File: config.mk
export PLATFORM = sky130hd
export DESIGN_NAME = id_ex_stage_reg
export DESIGN_NICKNAME = d
export VERILOG_FILES = /design/src/rtl/id_ex_stage_reg.sv
export SDC_FILE = /design/constraint.sdc
export NUM_CORES = 1
export LEC_CHECK = 0
export BUFFER_PORTS_ARGS = -buffer_cell sky130_fd_sc_hd__buf_2
export CORE_AREA = 2 2 140 142
export CTS_BUF_LIST = sky130_fd_sc_hd__clkbuf_16
export CTS_CLUSTER_DIAMETER = 40
export DETAILED_ROUTE_END_ITERATION = 16
export DIE_AREA = 0 0 142 144
export PLACE_DENSITY = 0.74
export SLEW_MARGIN = 0
export SYNTH_ARGS = -nofsm -noshare
export SYNTH_HDL_FRONTEND = slang
export SYNTH_SLANG_ARGS = --single-unit
export TNS_END_PERCENT = 30
File: constraint.sdc
create_clock -name clk -period 1.8 [get_ports clk]
set_clock_uncertainty 0.05 [all_clocks]
set_input_delay 0.36 -clock clk [delete_from_list [all_inputs] [get_ports clk]]
set_output_delay 0.36 -clock clk [all_outputs]
set_load 0.02 [all_outputs]
File: src/rtl/id_ex_stage_reg.sv
// ---------------------------------------------------------------------------
// id_ex_stage_reg
// ID/EX pipeline register of the 5-stage MIPS pipeline.
//
// Captures decoded control, operands and register specifiers from ID every
// cycle. It inserts a bubble (control cleared, EX_Valid=0) on a load-use
// request or a branch/jump flush, and holds when IDEXWrite=0.
// EX_MemRead and EX_WriteReg go back to the hazard unit to close the
// load-use loop. Two saturating event counters record bubble cycles.
//
// Ports:
//   clk, rst_n             clock, asynchronous active-low reset
//   IDEXClearCtrl          load-use bubble request
//   Flush                  branch/jump flush request (wins over everything)
//   IDEXWrite              update enable, 0 = hold
//   ID_*                   decoded control, ALU op, data and fields from ID
//   EX_*                   registered copies for the EX stage
//   EX_WriteReg            EX_RegDst ? EX_rd : EX_rt (combinational)
//   EX_Valid               1 = real instruction, 0 = bubble
//   StallCount/FlushCount  saturating bubble-cycle counters
// ---------------------------------------------------------------------------
module id_ex_stage_reg #(
  parameter int DATA_W = 32,
  parameter int CNT_W  = 16
) (
  input  logic              clk,
  input  logic              rst_n,
  input  logic              IDEXClearCtrl,
  input  logic              Flush,
  input  logic              IDEXWrite,
  input  logic              ID_RegWrite,
  input  logic              ID_MemtoReg,
  input  logic              ID_MemRead,
  input  logic              ID_MemWrite,
  input  logic              ID_Branch,
  input  logic              ID_ALUSrc,
  input  logic              ID_RegDst,
  input  logic [3:0]        ID_ALUOp,
  input  logic [DATA_W-1:0] ID_PC4,
  input  logic [DATA_W-1:0] ID_RD1,
  input  logic [DATA_W-1:0] ID_RD2,
  input  logic [DATA_W-1:0] ID_Imm,
  input  logic [4:0]        ID_rs,
  input  logic [4:0]        ID_rt,
  input  logic [4:0]        ID_rd,
  input  logic [4:0]        ID_shamt,
  output logic              EX_RegWrite,
  output logic              EX_MemtoReg,
  output logic              EX_MemRead,
  output logic              EX_MemWrite,
  output logic              EX_Branch,
  output logic              EX_ALUSrc,
  output logic              EX_RegDst,
  output logic [3:0]        EX_ALUOp,
  output logic [DATA_W-1:0] EX_PC4,
  output logic [DATA_W-1:0] EX_RD1,
  output logic [DATA_W-1:0] EX_RD2,
  output logic [DATA_W-1:0] EX_Imm,
  output logic [4:0]        EX_rs,
  output logic [4:0]        EX_rt,
  output logic [4:0]        EX_rd,
  output logic [4:0]        EX_shamt,
  output logic [4:0]        EX_WriteReg,
  output logic              EX_Valid,
  output logic [CNT_W-1:0]  StallCount,
  output logic [CNT_W-1:0]  FlushCount
);

  localparam logic [CNT_W-1:0] CNT_MAX = {CNT_W{1'b1}};
  localparam logic [CNT_W-1:0] CNT_ONE = {{(CNT_W-1){1'b0}}, 1'b1};

  // Control bits packed as {RegWrite, MemtoReg, MemRead, MemWrite, Branch, ALUSrc, RegDst}
  logic [6:0]        id_ctrl_s;
  logic              bubble_s;
  logic              load_data_s;

  logic [6:0]        ctrl_q,  ctrl_d;
  logic [3:0]        aluop_q, aluop_d;
  logic [DATA_W-1:0] pc4_q,   pc4_d;
  logic [DATA_W-1:0] rd1_q,   rd1_d;
  logic [DATA_W-1:0] rd2_q,   rd2_d;
  logic [DATA_W-1:0] imm_q,   imm_d;
  logic [4:0]        rs_q,    rs_d;
  logic [4:0]        rt_q,    rt_d;
  logic [4:0]        rd_q,    rd_d;
  logic [4:0]        shamt_q, shamt_d;
  logic              valid_q, valid_d;
  logic [CNT_W-1:0]  stall_cnt_q, stall_cnt_d;
  logic [CNT_W-1:0]  flush_cnt_q, flush_cnt_d;

  assign id_ctrl_s = {ID_RegWrite, ID_MemtoReg, ID_MemRead, ID_MemWrite,
                      ID_Branch, ID_ALUSrc, ID_RegDst};
  // A bubble request overrides a hold; data fields still load during a bubble.
  assign bubble_s    = Flush | IDEXClearCtrl;
  assign load_data_s = bubble_s | IDEXWrite;

  // Next-state selection for the pipeline payload: bubble > hold > load.
  always_comb begin
    ctrl_d  = ctrl_q;
    aluop_d = aluop_q;
    valid_d = valid_q;
    pc4_d   = pc4_q;
    rd1_d   = rd1_q;
    rd2_d   = rd2_q;
    imm_d   = imm_q;
    rs_d    = rs_q;
    rt_d    = rt_q;
    rd_d    = rd_q;
    shamt_d = shamt_q;
    if (bubble_s) begin
      ctrl_d  = 7'd0;
      aluop_d = 4'd0;
      valid_d = 1'b0;
    end else if (IDEXWrite) begin
      ctrl_d  = id_ctrl_s;
      aluop_d = ID_ALUOp;
      valid_d = 1'b1;
    end else begin
      valid_d = valid_q;
    end
    if (load_data_s) begin
      pc4_d   = ID_PC4;
      rd1_d   = ID_RD1;
      rd2_d   = ID_RD2;
      imm_d   = ID_Imm;
      rs_d    = ID_rs;
      rt_d    = ID_rt;
      rd_d    = ID_rd;
      shamt_d = ID_shamt;
    end else begin
      pc4_d   = pc4_q;
    end
  end

  // Saturating event counters; a flush hides a simultaneous load-use request.
  always_comb begin
    stall_cnt_d = stall_cnt_q;
    flush_cnt_d = flush_cnt_q;
    if (Flush) begin
      if (flush_cnt_q != CNT_MAX) begin
        flush_cnt_d = flush_cnt_q + CNT_ONE;
      end else begin
        flush_cnt_d = flush_cnt_q;
      end
    end else if (IDEXClearCtrl) begin
      if (stall_cnt_q != CNT_MAX) begin
        stall_cnt_d = stall_cnt_q + CNT_ONE;
      end else begin
        stall_cnt_d = stall_cnt_q;
      end
    end else begin
      stall_cnt_d = stall_cnt_q;
    end
  end

  // State registers with asynchronous clear of every field.
  always_ff @(posedge clk or negedge rst_n) begin
    if (!rst_n) begin
      ctrl_q      <= 7'd0;
      aluop_q     <= 4'd0;
      pc4_q       <= {DATA_W{1'b0}};
      rd1_q       <= {DATA_W{1'b0}};
      rd2_q       <= {DATA_W{1'b0}};
      imm_q       <= {DATA_W{1'b0}};
      rs_q        <= 5'd0;
      rt_q        <= 5'd0;
      rd_q        <= 5'd0;
      shamt_q     <= 5'd0;
      valid_q     <= 1'b0;
      stall_cnt_q <= {CNT_W{1'b0}};
      flush_cnt_q <= {CNT_W{1'b0}};
    end else begin
      ctrl_q      <= ctrl_d;
      aluop_q     <= aluop_d;
      pc4_q       <= pc4_d;
      rd1_q       <= rd1_d;
      rd2_q       <= rd2_d;
      imm_q       <= imm_d;
      rs_q        <= rs_d;
      rt_q        <= rt_d;
      rd_q        <= rd_d;
      shamt_q     <= shamt_d;
      valid_q     <= valid_d;
      stall_cnt_q <= stall_cnt_d;
      flush_cnt_q <= flush_cnt_d;
    end
  end

  assign {EX_RegWrite, EX_MemtoReg, EX_MemRead, EX_MemWrite,
          EX_Branch, EX_ALUSrc, EX_RegDst} = ctrl_q;
  assign EX_ALUOp    = aluop_q;
  assign EX_PC4      = pc4_q;
  assign EX_RD1      = rd1_q;
  assign EX_RD2      = rd2_q;
  assign EX_Imm      = imm_q;
  assign EX_rs       = rs_q;
  assign EX_rt       = rt_q;
  assign EX_rd       = rd_q;
  assign EX_shamt    = shamt_q;
  assign EX_Valid    = valid_q;
  assign StallCount  = stall_cnt_q;
  assign FlushCount  = flush_cnt_q;
  // Destination register seen by the hazard unit, no extra latency.
  assign EX_WriteReg = ctrl_q[0] ? rd_q : rt_q;

endmodule

# --- Word-level counts from Yosys, hierarchy flattened ---
# Cells that the tools add are included.
totals:
  elab_cells: 30
  reg_bits: 192
  output_inout_bits: 197
  input_bits: 164
classes:
  mux: 7
  eq_ne: 2
  bitwise: 3
  reduce_logical: 3
  addsub: 2
ops:
  columns: ["operator", "count"]
  rows:
  - ["adder 16 x 1 -> 16 bit (second input constant)", 2]
  - ["inequality test 16 bit (second input constant)", 2]
  - ["2-to-1 mux 7 bit", 2]
  - ["2-to-1 mux 4 bit", 2]
  - ["2-to-1 mux 5 bit", 1]
  - ["AND reduction 3 bit", 1]
  - ["2-to-1 mux 1 bit", 2]
  - ["OR 1 bit", 2]
  - ["AND reduction 2 bit", 1]
  - ["nonzero test 2 bit", 1]
  - ["inverter 1 bit", 1]

# --- Logic depth before layout (Yosys ltp) ---
# Gate-level depths: netlist of the first run.
depth:
  ltp_word: 2
  ltp_mapped: 6
  ltp_nobuf: 5

# --- Worst setup path before layout of the first run ---
# Ideal clock, no wire load.
synth_path:
  kind: "reg-to-reg"
  from: "register flush_cnt_q[13] (netlist: FlushCount[13])"
  to: "register flush_cnt_q[1] (netlist: FlushCount[1])"
  t_arrival_ns: 1.506
  synth_period_minus_slack_ns: 1.681
  setup_slack_ns: 0.119
  setup_ns: 0.125
  t_required_ns: 1.625
  path_stages_with_launch: 5
  n_path_buf: 0
  path_cell_list: "dfrtp_1 and4_1 nand2_1 o31ai_2 mux2_2"
synth_between:
  elab_chain_len: 2
synth_lines:
  columns: ["item", "line", "source"]
  rows:
  - ["start, declared", "89", "logic [CNT_W-1:0] flush_cnt_q, flush_cnt_d;"]
  - ["start signal, assigned", "171", "flush_cnt_q <= {CNT_W{1'b0}};"]
  - ["start signal, assigned", "185", "flush_cnt_q <= flush_cnt_d;"]
  - ["inequality test 16 bit", "140", "if (flush_cnt_q != CNT_MAX) begin"]
  - ["AND reduction 2 bit (no source line)", null, null]
# Every way passes these cells.
# A chain may end at the register's enable or synchronous reset.

# --- Worst setup path after layout of the first run ---
layout_path:
  from: "register ctrl_q[0]"
  to: "output port EX_WriteReg[2]"
layout_between:
  elab_chain_len: 1
layout_lines:
  columns: ["item", "line", "source"]
  rows:
  - ["start, declared", "77", "logic [6:0] ctrl_q, ctrl_d;"]
  - ["start signal, assigned", "173", "ctrl_q <= ctrl_d;"]
  - ["2-to-1 mux 5 bit", "204", "assign EX_WriteReg = ctrl_q[0] ? rd_q : rt_q;"]
  - ["end, declared", "63", "output logic [4:0] EX_WriteReg,"]
# Every way passes these cells.

==> summary.txt, run 1 <==
Status
  • Outcome: complete, but fails checks
  • Violated checks: setup timing

Final layout
  • Final core occ: 55.83%
  • # fillers: 1,619
  • Final non-filler cell total: 1,149
  • Nets@finish: about 1,100
  • Area delta synth->final: 39.95%
  • Share of layout cells above drive strength 1: ~65%

Synth
  • Top post-synthesis cells by area: dfrtp_1, mux2_2, xor2_1
  • Post-Synthesis Net Count: 667
  • Count leader, synth: dfrtp_1
  • Yosys top cell area share: 63.13%
  • Commonest cells in the netlist: dfrtp_1, mux2_2, xor2_1, nor2_1, buf_4
  • Yosys warning count: 0
  • Post-synth ARST share: 100.0%
  • Post-synth EDFFs: 0
  • Seq/Total Area, Yosys: 63.13%
  • Synth area leader: dfrtp_1
  • Post-synth top flop: dfrtp_1
  • Synthesized cell area: between 0.007 and 0.008 mm²
  • Yosys reg bits: between 150 and 200
  • Syn Inst Count: 501
  • Synth Area per Inst: 15.19 µm²
  • Post-synthesis cell type count: 32

Critical path
  • CP startpoint kind: register
  • Critical Path Max Stage Delay: 0.50 ns
  • Critical path arrival: 1.40 ns
  • Critical path class: reg -> out
  • Worst setup EP type: output port
  • Worst-path maximum fanout: 6
  • Critical Path RT: 1.39 ns
  • CP max stage cell: dfrtp_2
  • Cells on worst reg2reg path: 4
  • Worst-path cell chain: mux2_4, buf_6

Timing
  • Worst Tran Pin Value: 0.3930 ns
  • Slew margin rel.: 73.80%
  • Maximum clock rate: roughly 550 MHz
  • Fin. Hold Viols: 0
  • Final setup viols: 1
  • Final period demand of the worst path: 1.811 ns
  • Tcrit/Tclk final: 100.6%
  • Setup ws final: -0.01107 ns
  • Unrepaired setup endpoints after global routing: true
  • Hold_ws: about 0.097 ns
  • Slew Viols, Final: 0

Drt
  • 1st-iter DRT viols: 153
  • # DRC: 0
  • Avg WL per Cell: 16.62 µm
  • DR vias/cell: around 4.8
  • Antenna viol nets, final: 0
  • Vias: ~5,600
  • Detailed-router iteration count before antenna repair: 4
  • WL final: 19,090 µm

Power
  • Sequential share of power: 46.5%
  • Sw frac: 30.10%
  • Power, Total: 0.01081 W
  • Peak VDD IR: around 760 µV
  • Combinational power share: 19.2%
  • Internal: 0.007558 W
  • Clock network fraction of total power: 34.3%
  • PwrDens: 1015 mW/mm²
  • Net switching power: about 0.0033 W
  • Pleak: approximately 5.3 nW

Clock network
  • CTS tree: done
  • CTS Buffer Depth: 2
  • CTS Root Cell: clkbuf_16
  • CTS clk-pin slew, worst paths: 0.08 ns
  • H-tree levels: 4
  • Clock Sinks: 192
  • Clk_lat worst skew: 0.42 ns
  • TritonCTS Buffers: 17

Global routing
  • Vias in the first global route: 5,550
  • Global-route wire length before repair: between 20,000 and 30,000 µm
  • Initial antenna violation count: 1
  • Gr ovfl total: 0
  • Total track usage: roughly 18%
  • Largest net degree at the start of global routing: 49

Hold path
  • Hold Path Class: in -> reg
  • WHS Path Cells: 2

Floorplanning
  • Num ports: between 300 and 400
  • CORE AREA: ~0.019 mm²
  • Rows: 51
  • Die area: roughly 0.020 mm²
  • Initial core utilization: about two fifths
  • Die W: 142 µm
  • Die extent in y: approximately 140 µm

Placed design
  • Routability cong.: around 0.8
  • Placed Cells: 1,114
  • Post-DP HPWL: 14,620 µm
  • Port-buffer cells: 360

Run
  • Max cap viols: 0
repair_timing:
| action | 4_1_cts | 5_1_grt |
|---|---|---|
| resized for setup | 16 | 0 |
| buffers inserted | 1 | 0 |
| cloned | 0 | 0 |
| hold endpoints to repair | 37 | 0 |
| setup endpoints to repair | 5 | 5 |
| hold buffers | 1 | 0 |
logic make-up after synthesis:
group / after synthesis / synth area share (%)
AOI/OAI and AO/OA: 17 / 1.759
DFF: 192 / 63.13
xor gates and xnor gates: 24 / 2.762
and+or+nand+nor: 86 / 6.904
buffers and inverters: 23 / 1.890
muxes: 157 / 23.23
adders and majority gates: 2 / 0.3287
metrics by stage:
step	setup WS (ns)	setup TNS (ns)	area, µm²
2_1_floorplan	0.1188	0	7611
4_1_cts	-0.03346	-0.1026	10650
5_1_grt	-0.06171	-0.2633	10650
3_5_place_dp	0.06304	0	10000
3_3_place_gp	0.08691	0	10000
6_report	-0.01107	-0.01107	10650
cell type report:
| cell class | count | area (µm²) | share of cell area [%] |
|---|---|---|---|
| Clock buffer | 17 | 425.4 | 3.994 |
| Tap cell | 238 | 297.8 | 2.796 |
| Timing Repair Buffer | 399 | 2275 | 21.36 |
| Sequential cell | 192 | 4806 | 45.12 |
| Antenna cell | 1 | 2.502 | 0.02349 |
| Inverter | 1 | 3.754 | 0.03524 |
| Clock inverter | 15 | 155.1 | 1.457 |
| Multi-Input combinational cell | 286 | 2686 | 25.22 |
metal layers:
| metal | part of all wire (%) | GRT usage (%) | vias up |
|---|---|---|---|
| li1 | - | - | 2590 |
| met1 | 40 | 21.61 | 2712 |
| met2 | 52 | 31.88 | 232 |
| met3 | 6.6 | 5.298 | 18 |
| met4 | 1.2 | 5.474 | 0 |
| met5 | 0 | 0 | - |
path summary, 6_finish.rpt:
check	end	startpoint	slack (ns)
max	EX_WriteReg[2]	ctrl_q[0]$_DFFE_PN0P_	-0.01
min	ctrl_q[3]$_DFFE_PN0P_	ID_MemWrite	0.1
max reg2reg	FlushCount[1]$_DFFE_PN0P_	FlushCount[8]$_DFFE_PN0P_	0.11
min reg2reg	EX_PC4[12]$_DFFE_PN0P_	EX_PC4[12]$_DFFE_PN0P_	0.44
max in group asynchronous	EX_RD2[15]$_DFFE_PN0P_	rst_n	0.72
min in group asynchronous	EX_PC4[18]$_DFFE_PN0P_	rst_n	0.38
power groups by stage:
stage          Combinational, W  Sequential, W  Clock [W]
5_1_grt                 0.00223        0.00509    0.00400
6_report                0.00207        0.00503    0.00370
2_1_floorplan          0.000598        0.00558          0
4_1_cts                 0.00210        0.00503    0.00381
3_3_place_gp            0.00203        0.00510          0
3_5_place_dp            0.00207        0.00511          0
sequential cells by signal, summed over array words and instances, names as in the netlist, 5 cells and up:
| signal | cells |
|---|---|
| EX_Imm | 32 |
| EX_PC4 | 32 |
| EX_RD1 | 32 |
| EX_RD2 | 32 |
| FlushCount | 16 |
| StallCount | 16 |
| ctrl_q | 7 |
| EX_rd | 5 |
| EX_rs | 5 |
| EX_rt | 5 |
| EX_shamt | 5 |
cells in the final DEF, fill, tap and decap left out, types with 2 or more instances in the layout:
| cell | count |
|---|---|
| mux2_1 | 9 |
| a22o_1 | 11 |
| inv_8 | 3 |
| nor4_2 | 2 |
| nand2_1 | 10 |
| buf_6 | 5 |
| nor2_1 | 15 |
| clkinvlp_4 | 3 |
| xor2_1 | 19 |
| o21ai_0 | 2 |
| buf_4 | 27 |
| nand4_2 | 2 |
| and4_1 | 4 |
| mux2_2 | 143 |
| clkinv_4 | 3 |
| inv_6 | 2 |
| buf_2 | 354 |
| dfrtp_1 | 191 |
| mux2_4 | 5 |
| and3_1 | 4 |
| nand4_1 | 11 |
| buf_12 | 11 |
| nor3_1 | 11 |
| clkbuf_16 | 17 |
| nand3_1 | 12 |
| ha_1 | 2 |
| xnor2_1 | 5 |
| nor3b_1 | 3 |
| nor4_1 | 3 |
| nand2b_1 | 2 |
| a21oi_1 | 3 |
critical path, delay by kind of cell (launching register included):
family   cells  cell delay [ns]
buf+inv      1             0.13
flops        1             0.50
mux          1             0.34
Note: power is estimated with default switching activity, not from simulation.
==> run 2, diff against run 1 <==
Settings changed: CORE_AREA 2 2 140 142 to 3 3 141 143, DIE_AREA 0 0 142 144 to 0 0 144 146, PLACE_DENSITY 0.74 to unset, PLACE_DENSITY_LB_ADDON set to 0.08.
==> run 2 against run 1 <==
  * Critical endpoint is now EX_WriteReg[4]
  * Clock power shrank 3%
  * Largest cell class unchanged
  * Count of clock-buffer cells in the layout is the same
  * Critical path type unchanged
  * The run now ends clean
  * Sequential share of layout area grew 0.26 points
==> summary.txt, run 2 (synthesis gave the netlist of run 1 again) <==
Status
  • Outcome: finished clean (was complete, but fails checks)

Floorplanning
  • Initial core utilization: 40.69% (was 39.89%)
  • Die area: 0.02102 mm² (was 0.02045 mm²)
  • Rows: 50 (was 51)
  • Die extent in y: 146 µm (was 144 µm)
  • CORE AREA: 0.01871 mm² (was 0.01908 mm²)
  • Num ports: 361 (unchanged)
  • Die W: 144 µm (was 142 µm)

Clock network
  • CTS Buffer Depth: 2 (unchanged)
  • Clock Sinks: 192 (unchanged)
  • Clk_lat worst skew: 0.43 ns (was 0.42 ns)
  • CTS Root Cell: clkbuf_16 (unchanged)
  • CTS clk-pin slew, worst paths: 0.08 ns (about the same)
  • CTS tree: done (unchanged)
  • TritonCTS Buffers: 17 (unchanged)
  • H-tree levels: 4 (unchanged)

Power
  • Sequential share of power: 46.4% (was 46.5%)
  • Sw frac: 30.76% (was 30.10%)
  • Combinational power share: 20.1% (was 19.2%)
  • Clock network fraction of total power: 33.5% (was 34.3%)
  • PwrDens: 1016 mW/mm² (was 1015 mW/mm²)
  • Pleak: 5.255 nW (was 5.271 nW)
  • Peak VDD IR: 635.2 µV (was 757.9 µV)
  • Net switching power: 0.003308 W (was 0.003255 W)
  • Internal: 0.007448 W (was 0.007558 W)
  • Power, Total: 0.01076 W (was 0.01081 W)

Critical path
  • Critical path class: reg -> out (unchanged)
  • Worst-path maximum fanout: 6 (unchanged)
  • Critical path arrival: 1.39 ns (was 1.40 ns)
  • Cells on worst reg2reg path: 4 (unchanged)
  • Critical Path RT: 1.39 ns (about the same)
  • Worst R2R End: FlushCount[1]$_DFFE_PN0P_ (unchanged)
  • Worst setup EP type: output port (unchanged)
  • Worst reg2reg path startpoint: FlushCount[13]$_DFFE_PN0P_ (was FlushCount[8]$_DFFE_PN0P_)
  • R2R setup slack: 0.13 ns (was 0.11 ns)
  • CP startpoint kind: register (unchanged)

Placed design
  • Port-buffer cells: 360 (unchanged)
  • Dpl cell area: 0.009947 mm² (was 0.01000 mm²)
  • Routability cong.: 0.8127 (was 0.7824)
  • Post-DP HPWL: 16,290 µm (was 14,620 µm)

Timing
  • Worst Tran Pin Value: 0.3977 ns (was 0.3930 ns)
  • Unrepaired setup endpoints after global routing: true (unchanged)
  • Final setup viols: 0 (was 1)
  • Slew margin rel.: 73.25% (was 73.80%)
  • Hold_ws: 0.09005 ns (was 0.09663 ns)
  • Maximum clock rate: 555.8 MHz (was 552.2 MHz)
  • Tcrit/Tclk final: 99.96% (was 100.6%)
  • Final period demand of the worst path: 1.799 ns (was 1.811 ns)
  • Post-route setup TNS: 0 ns (was -0.01107 ns)
  • Fin. Hold Viols: 0 (unchanged)
  • Slew Viols, Final: 0 (unchanged)

Final layout
  • Multi-input logic area: 0.002690 mm² (was 0.002686 mm²)
  • Seq. cell area: 0.004806 mm² (unchanged)
  • Share of layout cells above drive strength 1: 64.47% (was 64.62%)
  • Nets@finish: 1,065 (was 1,063)
  • # fillers: 1,618 (was 1,619)
  • Area delta synth->final: 39.16% (was 39.95%)
  • Finished Cell Area: 0.01059 mm² (was 0.01065 mm²)
  • Most frequent cells in the layout: buf_2, dfrtp_1, mux2_2 (unchanged)
  • Most common cell after layout, fill and taps aside: buf_2 (unchanged)

Hold path
  • Hold Path Class: in -> reg (unchanged)
  • Worst Hold End: ctrl_q[3]$_DFFE_PN0P_ (unchanged)
  • WHS Path Cells: 2 (unchanged)
  • HP Start: ID_MemWrite (unchanged)

Run
  • Max cap viols: 0 (unchanged)

Drt
  • Vias: 5,495 (was 5,552)
  • DR vias/cell: 4.787 (was 4.832)
  • # DRC: 0 (unchanged)
  • Avg WL per Cell: 18.31 µm (was 16.62 µm)
  • Antenna viol nets, final: 0 (unchanged)
  • 1st-iter DRT viols: 143 (was 153)
  • WL final: 21,020 µm (was 19,090 µm)
  • Detailed-router iteration count before antenna repair: 4 (unchanged)

Global routing
  • Gr ovfl total: 0 (unchanged)
  • Largest net degree at the start of global routing: 44 (was 49)
  • Initial antenna violation count: 2 (was 1)
  • Vias in the first global route: 5,950 (was 5,550)
  • Global-route wire length before repair: 32,130 µm (was 28,750 µm)
  • Total track usage: 19.63% (was 18.14%)
[run 2: what timing repair did]
| action | CTS | global route |
|---|---|---|
| pin swaps | 0 | 0 |
| hold buffers | 1 | 0 |
| setup endpoints to repair | 5 | 7 |
| hold endpoints to repair | 33 | 0 |
| resized for setup | 16 | 1 |
| setup buffers | 2 | 0 |
[run 2: worst max path at each step]
stage,from,to,slack (ns),depth (start not counted)
2_1_floorplan,FlushCount[13]$_DFFE_PN0P_,FlushCount[1]$_DFFE_PN0P_,0.12,4
3_3_place_gp,Flush,StallCount[14]$_DFFE_PN0P_,0.1,5
3_5_place_dp,Flush,StallCount[14]$_DFFE_PN0P_,0.08,5
4_1_cts,ctrl_q[0]$_DFFE_PN0P_,EX_WriteReg[4],-0.04,2
5_1_grt,ctrl_q[0]$_DFFE_PN0P_,EX_WriteReg[4],-0.05,2
6_report,ctrl_q[0]$_DFFE_PN0P_,EX_WriteReg[4],0.0008,2
[run 2: critical path, cell delays in order, from the launching register on]
cell     delay [ns]
dfrtp_2        0.49
mux2_4         0.33
buf_6          0.14
[run 2: power by group through the flow]
| stage | registers [W] | logic (W) | clock network, W |
|---|---|---|---|
| after floorplan | 0.00558 | 0.000598 | 0 |
| after global placement | 0.00505 | 0.00214 | 0 |
| after detailed placement | 0.00507 | 0.00217 | 0 |
| after CTS | 0.00499 | 0.00221 | 0.00369 |
| after global routing | 0.00505 | 0.00233 | 0.00389 |
| final | 0.00499 | 0.00217 | 0.00360 |
[run 2: cell type report]
cell class / instances / share of cell area [%]
flip-flops and latches: 192 / 45.38
multi-input cells: 286 / 25.40
repair buffers: 401 / 21.15
clock buffers: 17 / 4.017
well taps: 234 / 2.764
clock inverters: 15 / 1.217
diodes: 2 / 0.04725
inverters: 1 / 0.03544
[run 2: layer usage]
metal | GRT usage [%] | share of wire [%] | wire (µm) | up-vias
li1 | - | - | - | 2588
met1 | 21.91 | 39 | 8206 | 2636
met2 | 34.57 | 50 | 10580 | 236
met3 | 6.014 | 7.9 | 1657 | 35
met4 | 7.768 | 2.7 | 572 | 0
met5 | 0 | 0 | 0 | -
[run 2: stage by stage]
stage / setup slack (ns) / std cells / util (%)
after floorplan: 0.1188 / 501 / -
after global placement: 0.09648 / 1111 / 53.18
after detailed placement: 0.07654 / 1111 / 53.18
after CTS: -0.03541 / 1146 / 56.55
after global routing: -0.05124 / 1148 / 56.62
final: 0.0007843 / 1148 / 56.62
==> run 3, diff against run 2 <==
Settings changed: PLACE_DENSITY set to 0.71, PLACE_DENSITY_LB_ADDON 0.08 to unset, REMOVE_ABC_BUFFERS set to 1.
==> run 3 against run 2 <==
  * The flow now finishes with violations (setup timing)
  * Critical endpoint is now EX_WriteReg[3]
  * Sequential share of layout area increased by 0.070 points
  * Via count decreased by 0.31%
  * Highest routed layer is now met5
  * Routed wire length decreased by 6.2%
  * Flip-flop and latch count unchanged
==> summary.txt, run 3 (synthesis gave the netlist of run 1 again) <==
Power
  • Net switching power: 0.003194 W (was 0.003308 W)
  • Peak VDD IR: 920.8 µV (was 635.2 µV)
  • Pleak: 5.261 nW (was 5.255 nW)
  • Sw frac: 29.85% (was 30.76%)
  • PwrDens: 1012 mW/mm² (was 1016 mW/mm²)
  • Power, Total: 0.01070 W (was 0.01076 W)
  • Sequential share of power: 47.0% (was 46.4%)
  • Combinational power share: 19.0% (was 20.1%)
  • Clock network fraction of total power: 34.0% (was 33.5%)
  • Internal: 0.007507 W (was 0.007448 W)

Drt
  • WL final: 19,710 µm (was 21,020 µm)
  • 1st-iter DRT viols: 205 (was 143)
  • Avg WL per Cell: 17.20 µm (was 18.31 µm)
  • Antenna viol nets, final: 0 (unchanged)
  • Detailed-router iteration count before antenna repair: 4 (unchanged)
  • # DRC: 0 (unchanged)
  • DR vias/cell: 4.780 (was 4.787)
  • Vias: 5,478 (was 5,495)

Clock network
  • CTS Root Cell: clkbuf_16 (unchanged)
  • CTS clk-pin slew, worst paths: 0.07 ns (was 0.08 ns)
  • TritonCTS Buffers: 17 (unchanged)
  • Clk_lat worst skew: 0.41 ns (was 0.43 ns)
  • H-tree levels: 4 (unchanged)
  • CTS tree: done (unchanged)
  • CTS Buffer Depth: 2 (unchanged)
  • Clock Sinks: 192 (unchanged)

Floorplanning
  • CORE AREA: 0.01871 mm² (unchanged)
  • Rows: 50 (unchanged)
  • Die extent in y: 146 µm (unchanged)
  • Die W: 144 µm (unchanged)
  • Num ports: 361 (unchanged)
  • Die area: 0.02102 mm² (unchanged)
  • Initial core utilization: 40.69% (unchanged)

Placed design
  • Post-DP HPWL: 15,380 µm (was 16,290 µm)
  • Dpl ws: 0.05079 ns (was 0.07654 ns)
  • Port-buffer cells: 360 (unchanged)
  • Routability cong.: 0.7973 (was 0.8127)

Global routing
  • Initial antenna violation count: 3 (was 2)
  • Vias in the first global route: 5,796 (was 5,950)
  • Largest net degree at the start of global routing: 47 (was 44)
  • Total track usage: 18.58% (was 19.63%)
  • Gr ovfl total: 0 (unchanged)
  • Global-route wire length before repair: 30,840 µm (was 32,130 µm)

Hold path
  • Hold Path Class: in -> reg (unchanged)

Critical path
  • Worst-path maximum fanout: 7 (was 6)
  • Worst-path cell chain: mux2_4, buf_6 (unchanged)
  • CP max stage cell: dfrtp_2 (unchanged)
  • Critical path class: reg -> out (unchanged)
  • Critical Path Max Stage Delay: 0.56 ns (was 0.49 ns)
  • Worst path top cell family by delay: flip-flops (unchanged)
  • CP startpoint kind: register (unchanged)
  • Worst setup EP type: output port (unchanged)
  • WP buf/inv: 1 (unchanged)
  • Critical path arrival: 1.45 ns (was 1.39 ns)
  • Critical Path RT: 1.39 ns (about the same)

Timing
  • Slew margin rel.: 70.41% (was 73.25%)
  • Slew Viols, Final: 0 (unchanged)
  • Fin. Hold Viols: 0 (unchanged)
  • Maximum clock rate: 536.2 MHz (was 555.8 MHz)
  • Final period demand of the worst path: 1.865 ns (was 1.799 ns)
  • Final setup viols: 5 (was 0)
  • Unrepaired setup endpoints after global routing: true (unchanged)
  • Setup ws final: -0.06500 ns (was 0.0007843 ns)
  • Tcrit/Tclk final: 103.6% (was 99.96%)
  • Worst Tran Pin Value: 0.4439 ns (was 0.3977 ns)

Final layout
  • # diodes: 0 (was 2)
  • Most frequent cells in the layout: buf_2, dfrtp_1, mux2_2 (unchanged)
  • Share of layout cells above drive strength 1: 64.58% (was 64.47%)
  • Nets@finish: 1,066 (was 1,065)
  • Most common cell after layout, fill and taps aside: buf_2 (unchanged)
  • # fillers: 1,597 (was 1,618)
  • Area delta synth->final: 38.94% (was 39.16%)

Status
  • Violated checks: setup timing
  • Outcome: complete, but fails checks (was finished clean)

Run
  • Max cap viols: 0 (unchanged)
[run 3: cell count changes in the layout (fill, tap and decap cells not counted), sizes merged]
| cell | previous run | this run |
|---|---|---|
| diode | 2 | 0 |
| buf | 399 | 400 |
| clkinv | 4 | 2 |
| bufinv | 0 | 1 |
[run 3: path summary, 6_finish.rpt]
check / startpoint / endpoint / slack (ns) / cells after the start
hold reg to reg: EX_PC4[9]$_DFFE_PN0P_ / EX_PC4[9]$_DFFE_PN0P_ / 0.44 / 1
setup reg to reg: FlushCount[13]$_DFFE_PN0P_ / FlushCount[1]$_DFFE_PN0P_ / 0.08 / 4
hold / removal: ID_PC4[9] / EX_PC4[9]$_DFFE_PN0P_ / 0.11 / 2
min in group asynchronous: rst_n / EX_Imm[0]$_DFFE_PN0P_ / 0.40 / 2
max in group asynchronous: rst_n / EX_RD1[23]$_DFFE_PN0P_ / 0.67 / 3
setup / recovery: ctrl_q[0]$_DFFE_PN0P_ / EX_WriteReg[3] / -0.07 / 2
[run 3: power groups by stage]
stage,Clock (W),Sequential (W),Combinational [W]
2_1_floorplan,0,0.00558,0.000590
3_3_place_gp,0,0.00509,0.00201
3_5_place_dp,0,0.00510,0.00204
4_1_cts,0.00373,0.00503,0.00206
5_1_grt,0.00391,0.00510,0.00221
6_report,0.00364,0.00503,0.00203
[run 3: layout make-up]
class,instances,area (µm²),share of cell area (%)
well taps,234,292.8,2.769
clock buffers,17,425.4,4.023
flip-flops and latches,192,4806,45.45
clock inverters,14,131.4,1.242
repair buffers,402,2235,21.13
inverters,1,3.754,0.03549
multi-input cells,286,2681,25.36
[run 3: what timing repair did]
action,4_1_cts,5_1_grt
hold buffers,1,0
hold endpoints to repair,39,0
cloned,0,0
resized for setup,16,0
setup buffers,1,0
setup endpoints to repair,5,5
[run 3: worst register-to-register path: stages, from the launching register on]
cell,delay (ns)
dfrtp_1,0.44
and4_1,0.26
nand2_1,0.13
o31ai_2,0.35
mux2_2,0.37
[run 3: routing by layer]
metal,vias up,wire length [µm],track usage [%]
met5,-,44,0
met4,6,248,4.379
met3,24,1409,5.587
met2,194,10170,32.54
met1,2659,7836,22.33
li1,2595,-,-
[run 3: stage by stage]
| step | util, % | hold WS [ns] | TNS, ns | cells | instance area (µm²) |
|---|---|---|---|---|---|
| 2_1_floorplan | - | 0.01441 | -461.04 | 479 | 7471 |
| 3_3_place_gp | 53.19 | 0.2942 | 0 | 1113 | 9950 |
| 3_5_place_dp | 53.19 | 0.3057 | 0 | 1113 | 9950 |
| 4_1_cts | 56.54 | 0.08488 | -0.3885 | 1146 | 10580 |
| 5_1_grt | 56.54 | 0.08398 | -0.5242 | 1146 | 10580 |
| 6_report | 56.54 | 0.1078 | -0.2667 | 1146 | 10580 |
